===== config.mk =====
export PLATFORM = sky130hd
export DESIGN_NAME = cp0_unit
export DESIGN_NICKNAME = d
export VERILOG_FILES = /design/src/rtl/cp0_unit.sv
export SDC_FILE = /design/constraint.sdc
export NUM_CORES = 1
export LEC_CHECK = 0
export ABC_AREA = 1
export BUFFER_PORTS_ARGS = -buffer_cell sky130_fd_sc_hd__buf_2
export CAP_MARGIN = 20
export CORE_MARGIN = 5
export CORE_UTILIZATION = 49
export CTS_CLUSTER_DIAMETER = 200
export DETAILED_ROUTE_END_ITERATION = 10
export PLACE_DENSITY_LB_ADDON = 0.08
export SLEW_MARGIN = 0
export SYNTH_ARGS = -nofsm -noshare
export SYNTH_HDL_FRONTEND = slang
export SYNTH_SLANG_ARGS = --single-unit
export TNS_END_PERCENT = 50

===== constraint.sdc =====
create_clock -name clk -period 1.51 [get_ports clk]
set_input_delay 0.151 -clock clk [delete_from_list [all_inputs] [get_ports clk]]
set_output_delay 0.151 -clock clk [all_outputs]
set_load 0.005 [all_outputs]

===== src/rtl/cp0_unit.sv =====
// Coprocessor-0 for the P7 pipeline.
// Holds SR, Cause and EPC. Decides interrupt/exception entry from the Bridge
// interrupt lines and the M-stage exception code, and raises Req so the CPU
// can flush, redirect fetch to the handler and gate peripheral writes.
// Also serves mfc0 reads, mtc0 writes and eret from the M stage.
module cp0_unit #(
  parameter logic [4:0] SR_ADDR    = 5'd12,
  parameter logic [4:0] CAUSE_ADDR = 5'd13,
  parameter logic [4:0] EPC_ADDR   = 5'd14
) (
  input  logic        clk,
  input  logic        reset,
  input  logic [4:0]  A1,
  input  logic [4:0]  A2,
  input  logic [31:0] DIn,
  input  logic        WE,
  input  logic [31:0] PC,
  input  logic        BDIn,
  input  logic [4:0]  ExcCodeIn,
  input  logic [5:0]  HWInt,
  input  logic        EXLClr,
  output logic [31:0] DOut,
  output logic [31:0] EPCOut,
  output logic        Req
);

  // Only the architecturally defined fields are stored; every other bit of
  // SR and Cause is a constant zero on read.
  logic [5:0]  sr_im;
  logic        sr_exl;
  logic        sr_ie;
  logic        cause_bd;
  logic [5:0]  cause_ip;
  logic [4:0]  cause_exc_code;
  logic [31:0] epc;

  logic        int_req;
  logic        exc_req;
  logic        sr_write;
  logic        epc_write;
  logic [31:0] sr_packed;
  logic [31:0] cause_packed;
  logic [31:0] entry_epc;

  // Entry request: a masked interrupt or any exception, both blocked while
  // the handler is already running (EXL=1) so entry never nests.
  always_comb begin
    int_req = (|(HWInt & sr_im)) & sr_ie & ~sr_exl;
    exc_req = (ExcCodeIn != 5'd0) & ~sr_exl;
    Req     = int_req | exc_req;
  end

  // mtc0 is suppressed whenever entry happens in the same cycle, so the
  // faulting/interrupted instruction never commits its CP0 write.
  always_comb begin
    sr_write  = WE & ~Req & (A2 == SR_ADDR);
    epc_write = WE & ~Req & (A2 == EPC_ADDR);
  end

  // A delay-slot instruction restarts at its branch, one word earlier;
  // the subtraction wraps naturally in 32 bits.
  always_comb begin
    entry_epc = BDIn ? (PC - 32'd4) : PC;
  end

  // Packed register views used by mfc0.
  always_comb begin
    sr_packed    = {16'd0, sr_im, 8'd0, sr_exl, sr_ie};
    cause_packed = {cause_bd, 15'd0, cause_ip, 3'd0, cause_exc_code, 2'd0};
  end

  // mfc0 read mux: returns the pre-edge register contents, no write bypass.
  always_comb begin
    // NOTE: default assignment first so every path drives DOut and no latch is inferred.
    DOut = 32'd0;
    if (A1 == SR_ADDR) begin
      DOut = sr_packed;
    end else if (A1 == CAUSE_ADDR) begin
      DOut = cause_packed;
    end else if (A1 == EPC_ADDR) begin
      DOut = epc;
    end
  end

  assign EPCOut = epc;

  // Cause.IP tracks the raw interrupt lines every cycle, independent of
  // entry, EXL or mtc0.
  always_ff @(posedge clk) begin
    // NOTE: non-blocking assignments for all state so every flop samples pre-edge values.
    if (reset) begin
      cause_ip <= 6'd0;
    end else begin
      cause_ip <= HWInt;
    end
  end

  // SR update: entry sets EXL; otherwise mtc0 loads the fields and eret
  // clears EXL, with eret taking precedence for EXL when both occur.
  always_ff @(posedge clk) begin
    if (reset) begin
      sr_im  <= 6'd0;
      sr_exl <= 1'b0;
      sr_ie  <= 1'b0;
    end else if (Req) begin
      sr_exl <= 1'b1;
    end else begin
      if (sr_write) begin
        sr_im  <= DIn[15:10];
        sr_exl <= DIn[1];
        sr_ie  <= DIn[0];
      end
      if (EXLClr) begin
        sr_exl <= 1'b0;
      end
    end
  end

  // Cause.BD and Cause.ExcCode are captured only at entry; an interrupt
  // reports code 0 even if an exception is pending in the same cycle.
  always_ff @(posedge clk) begin
    if (reset) begin
      cause_bd       <= 1'b0;
      cause_exc_code <= 5'd0;
    end else if (Req) begin
      cause_bd       <= BDIn;
      cause_exc_code <= int_req ? 5'd0 : ExcCodeIn;
    end
  end

  // EPC: loaded with the restart address at entry, or by mtc0 otherwise.
  always_ff @(posedge clk) begin
    if (reset) begin
      epc <= 32'd0;
    end else if (Req) begin
      epc <= entry_epc;
    end else if (epc_write) begin
      epc <= DIn;
    end
  end

endmodule


# Word-level counts from Yosys, hierarchy flattened
# Cells that the tools add are included.
[word_totals]
ff_bits = 52
wordCells = 38
output_inout_bits = 65
input_bits = 90
[op_classes]
bitwise_logic = 10
n_eq_ne = 5
add_sub_neg = 1
n_mux = 10
n_reduce_logical = 5
[ops]
columns = ["cell", "n"]
rows = [
  ["32-bit two-way mux", 6],
  ["32-bit by 3-bit subtractor with 32-bit output (second input constant)", 1],
  ["5-bit by 4-bit equality test with 1-bit output (second input constant)", 5],
  ["1-bit bitwise AND", 6],
  ["6-bit bitwise AND", 1],
  ["6-bit OR reduction", 1],
  ["5-bit two-way mux", 1],
  ["5-bit nonzero test", 1],
  ["1-bit two-way mux", 3],
  ["3-bit nonzero test", 1],
  ["1-bit NOT", 2],
  ["2-bit AND reduction", 1],
  ["2-bit nonzero test", 1],
  ["1-bit OR", 1],
]

# Longest topological paths before layout
[depth]
word_depth = 11
mapped_depth = 14
mapped_depth_nobuf = 14

# Worst setup path before layout
# No wires, ideal clock.
[synth_timing]
kind = "register to register"
from = "register sr_im[1]"
to = "register epc[3] (netlist: EPCOut[3])"
required_time_ps = 1384
stages_incl_launch_ff = 11
arrival_ps = 1156
setup_time_ps = 126
n_path_buf = 1
slack_ps = 229
period_less_slack_ps = 1281
cell_sequence = "dfxtp_1 -> nand2_1 -> nand2_1 -> nor2_1 -> nand2_1 -> nand3_4 -> nand2_8 -> inv_4 -> buf_4 -> o21ai_0 -> a31oi_1"
[synth_between]
elab_chain_cells = 9
elab_cells_between_ends = 10
classes_between = "1 x mux; 7 x bitwise; 2 x reduce/logical"
[synth_lines]
columns = ["item", "line", "text"]
rows = [
  ["start: declaration", "29", "logic [5:0] sr_im;"],
  ["start signal: assignment", "109", "sr_im <= DIn[15:10];"],
  ["6-bit bitwise AND (*)", "48", "int_req = (|(HWInt & sr_im)) & sr_ie & ~sr_exl;"],
  ["6-bit OR reduction (*)", "48", ""],
  ["1-bit bitwise AND (*) (2 in series)", "48", ""],
  ["1-bit OR (*)", "50", "Req = int_req | exc_req;"],
  ["1-bit NOT (no line)", "-", ""],
  ["1-bit bitwise AND (2 in series)", "57", "epc_write = WE & ~Req & (A2 == EPC_ADDR);"],
  ["2-bit nonzero test (no line)", "-", ""],
  ["end signal: assignment", "136", "epc <= entry_epc;"],
  ["end signal: assignment", "138", "epc <= DIn;"],
  ["end: declaration", "35", "logic [31:0] epc;"],
]
# Mark *: on every way between the ends. The rest lies on a longest branch, timed or not.
# A chain may end at the register's enable or synchronous reset.

# Worst setup path in the final report
[layout_timing]
from = "register sr_im[4]"
to = "register epc[22] (netlist: EPCOut[22])"
# The elaborated chain is that of the path after synthesis.

==> flow_summary_export.csv <==
group,metric,value,unit
logic_synthesis,synth-main-ff-cell,"dfxtp_1",
floorplanning,die_h,96.08,um
hold_path,hold_path_class,"input port to register",
power_and_ir_drop,leakagePower,2.644,nW
logic_synthesis,ys_warn_count,0,
clocking,clk_path_buf_depth,2,
sta,final-setup-viol-count,4,
status,violations,"negative setup slack",
clocking,clk_latency,0.31,ns
clocking,clkTransAtPathRegs,0.11,ns
job,drv_cap,0,
logic_synthesis,syn-mean-instance-area,6.165,sq um
route,drt-initial-drc-count,164,
clocking,cts_tree,"done",
floorplanning,fp.coreArea,7253,sq um
place,port_buffers,154,
grt,grtUsageTotal,27.47,%
logic_synthesis,synth_top_area_share,28.67,%
worst_setup_path,crit_required,1.71,ns
sta,hold_violations,0,
route,wl_per_cell,14.87,um
hold_path,min_to,"cause_ip[0]",
worst_setup_path,start_kind,"register",
clocking,cts_buffers,5,
layout,n_fill_cell,687,
route,drtPass1Iterations,5,
layout,utilization,68.04,%
floorplanning,dieArea,9231,sq um
sta,fin_tns_setup,-0.1077,ns
sta,post-route-period-util,102.9,%
sta,layout_setup_ws,-0.04376,ns
layout,fin_area,4935,sq um
route,drc,0,
logic_synthesis,synth.area.top_cells,"dfxtp_1, nand2_1, nor2_1",
layout,nNetsFinal,859,
hold_path,min_from,"HWInt[0]",
power_and_ir_drop,ir_drop,0.0003716,V
worst_setup_path,worst_path_max_delay_cell,"dfxtp_2",
sta,grt_setup_unrepaired,"yes",
logic_synthesis,synthCells,589,
worst_setup_path,end_kind,"register",
worst_setup_path,crit_arrival,1.76,ns
floorplanning,die_w,96.08,um
floorplanning,start_util,50.06,%
floorplanning,fp-row-count,31,
place,dpl_cell_area,4663,sq um
sta,relSlewSlack,70.28,%
worst_setup_path,path_delay_family,"simple AND/OR/NAND/NOR gates",
worst_setup_path,r2r_start,"sr_im[4]",
grt,grt_pass1_wl,19630,um
worst_setup_path,reg2reg_depth,12,
worst_setup_path,timing.rr.end,"EPCOut[22]",
logic_synthesis,async_reset_ff_share,0,%
logic_synthesis,syn-cell-area,3631,sq um
floorplanning,pin_count,155,
clocking,cts-root-buf,"clkbuf_8",
route,drtAntennaViolNets,0,
sta,fmax,643.6,MHz
clocking,cts_sinks,52,
worst_setup_path,critPathBufInv,2,
worst_setup_path,r2r_slack,-0.04,ns
logic_synthesis,synth_nets,680,
layout,area_growth,35.91,%
logic_synthesis,yosys-top-cells-count,"nand2_1, nor2_1, inv_1",
worst_setup_path,cp_max_fo,10,
sta,clock_skew,0.01048,ns
worst_setup_path,critical_path_class,"register to register",
logic_synthesis,ys_types,40,
worst_setup_path,crit_top_cell,"nand2_1",
logic_synthesis,seq_area_frac_synth,28.67,%
logic_synthesis,synth_edf_count,0,
grt,grt_max_degree,32,
grt,antenna_found_initial,0,
route,vias,4356,
route,routed_wl,12910,um
place,hpwlAfterDp,10320,um
grt,grt_pass1_vias,4159,
power_and_ir_drop,p_per_area,702.1,nW/um^2
sta,min_period,1.554,ns
status,outcome,"complete, but fails checks",
layout,final_layout_size_suffix_gt1_share,32.51,%
hold_path,hold_path_depth,3,
logic_synthesis,synth.most_common_cell,"nand2_1",
clocking,cts_htree_levels,2,
logic_synthesis,synth-seq-cells,52,
sta,worst_slew_pin_slew,0.4453,ns
route,via_per_inst,5.018,
grt,grt-ovfl-total,0,
layout,diodes,0,
worst_setup_path,cp_slowest_stage_delay,0.34,ns
worst_setup_path,crit_chain,"nand2_1 > nand2_1 > nor2_1 > nand2_1 > nand3_4 > nand2_8 > buf_4 > nor2_4 > buf_12 > nor2_1 > nand2_1 > a21oi_2",
logic_synthesis,yosysTopAreaCell,"dfxtp_1",
place,place_congestion,0.9116,
sta,report.final.slew_viol_count,0,
worst register-to-register path, cell delays in order (launching register included):
cell and delay [ns]:
dfxtp_2 0.34, nand2_1 0.05, nand2_1 0.05, nor2_1 0.11
nand2_1 0.10, nand3_4 0.10, nand2_8 0.08, buf_4 0.15
nor2_4 0.14, buf_12 0.14, nor2_1 0.05, nand2_1 0.09
a21oi_2 0.06
layout make-up:
| type | count | area [sq um] | area share [%] |
|---|---|---|---|
| clock buffer | 5 | 68.82 | 1.395 |
| clock inverter | 3 | 46.29 | 0.9381 |
| inverter | 76 | 292.8 | 5.933 |
| multi-input combinational | 438 | 2182 | 44.22 |
| sequential | 52 | 1046 | 21.20 |
| tap | 99 | 123.9 | 2.510 |
| timing repair buffer | 195 | 1175 | 23.81 |
cells by family (layout without fill, tap and decap cells):
| group | Yosys count | count (layout) | share of synthesized area (%) |
|---|---|---|---|
| fa+ha+maj | 1 | 1 | 0.3445 |
| buf+inv | 99 | 279 | 11.96 |
| xor+xnor | 13 | 13 | 3.343 |
| simple gates | 327 | 327 | 40.77 |
| flops | 52 | 52 | 28.67 |
| compound gates | 97 | 97 | 14.92 |
worst max-delay path by stage:
stage,start,endpoint,slack (ns),cells after the start
after CTS,sr_im[4],Req,-0.04,8
after global placement,sr_im[2],EPCOut[31],0.01,10
after detailed placement,sr_im[2],EPCOut[31],-0.01,10
final,sr_im[4],EPCOut[22],-0.04,12
after floorplan,sr_im[1],EPCOut[3],0.23,10
after global routing,sr_im[5],sr_im[3],-0.13,11
routing by layer:
layer | part of all wire, % | wire (um) | up-vias | GRT usage [%]
met2 | 51 | 6595 | 155 | 50.20
li1 | - | - | 2212 | -
met5 | 0 | 0 | - | 0
met4 | 3.6 | 471 | 0 | 11.14
met3 | 6.1 | 784 | 32 | 4.144
met1 | 39 | 5059 | 1957 | 31.65
where the power goes:
part           total (mW)  switching [mW]  internal [mW]
clock network        1.02           0.516          0.501
logic               0.902           0.494          0.408
registers            1.55          0.0726           1.47
state kept, by name (all words and copies together), names as in the netlist:
| register | cells |
|---|---|
| sr_exl | 1 |
| sr_ie | 1 |
| cause_bd | 1 |
| EPCOut | 32 |
| cause_ip | 6 |
| cause_exc_code | 5 |
| sr_im | 6 |
through the flow:
step	hold slack (ns)	setup slack [ns]	power, mW	instances
after floorplan	0.2201	0.2286	1.977	589
after CTS	0.04651	-0.03815	3.428	864
after global placement	0.3680	0.01046	2.375	852
final	0.05064	-0.04376	3.464	868
after global routing	0.03726	-0.1292	3.638	868
after detailed placement	0.3806	-0.01058	2.385	852
placed cells by master (no fill, tap or decap), drive strengths merged, types with 2 or more instances in the layout:
cell type	instances
a21oi	35
a22o	6
a31oi	7
buf	194
clkbuf	5
clkinv	2
dfxtp	52
inv	75
nand2	177
nand3	31
nand4	10
nor2	105
o21ai	46
o21bai	2
xnor2	3
xor2	10
repair_timing:
action,CTS,global route
endpoints found under the setup margin,3,39
hold buffers,0,0
gates resized for setup,5,13
pin swaps,2,6
cloned,1,0
hold endpoints to repair,0,0
setup buffers,3,4
(Power assumes the default switching activity.)
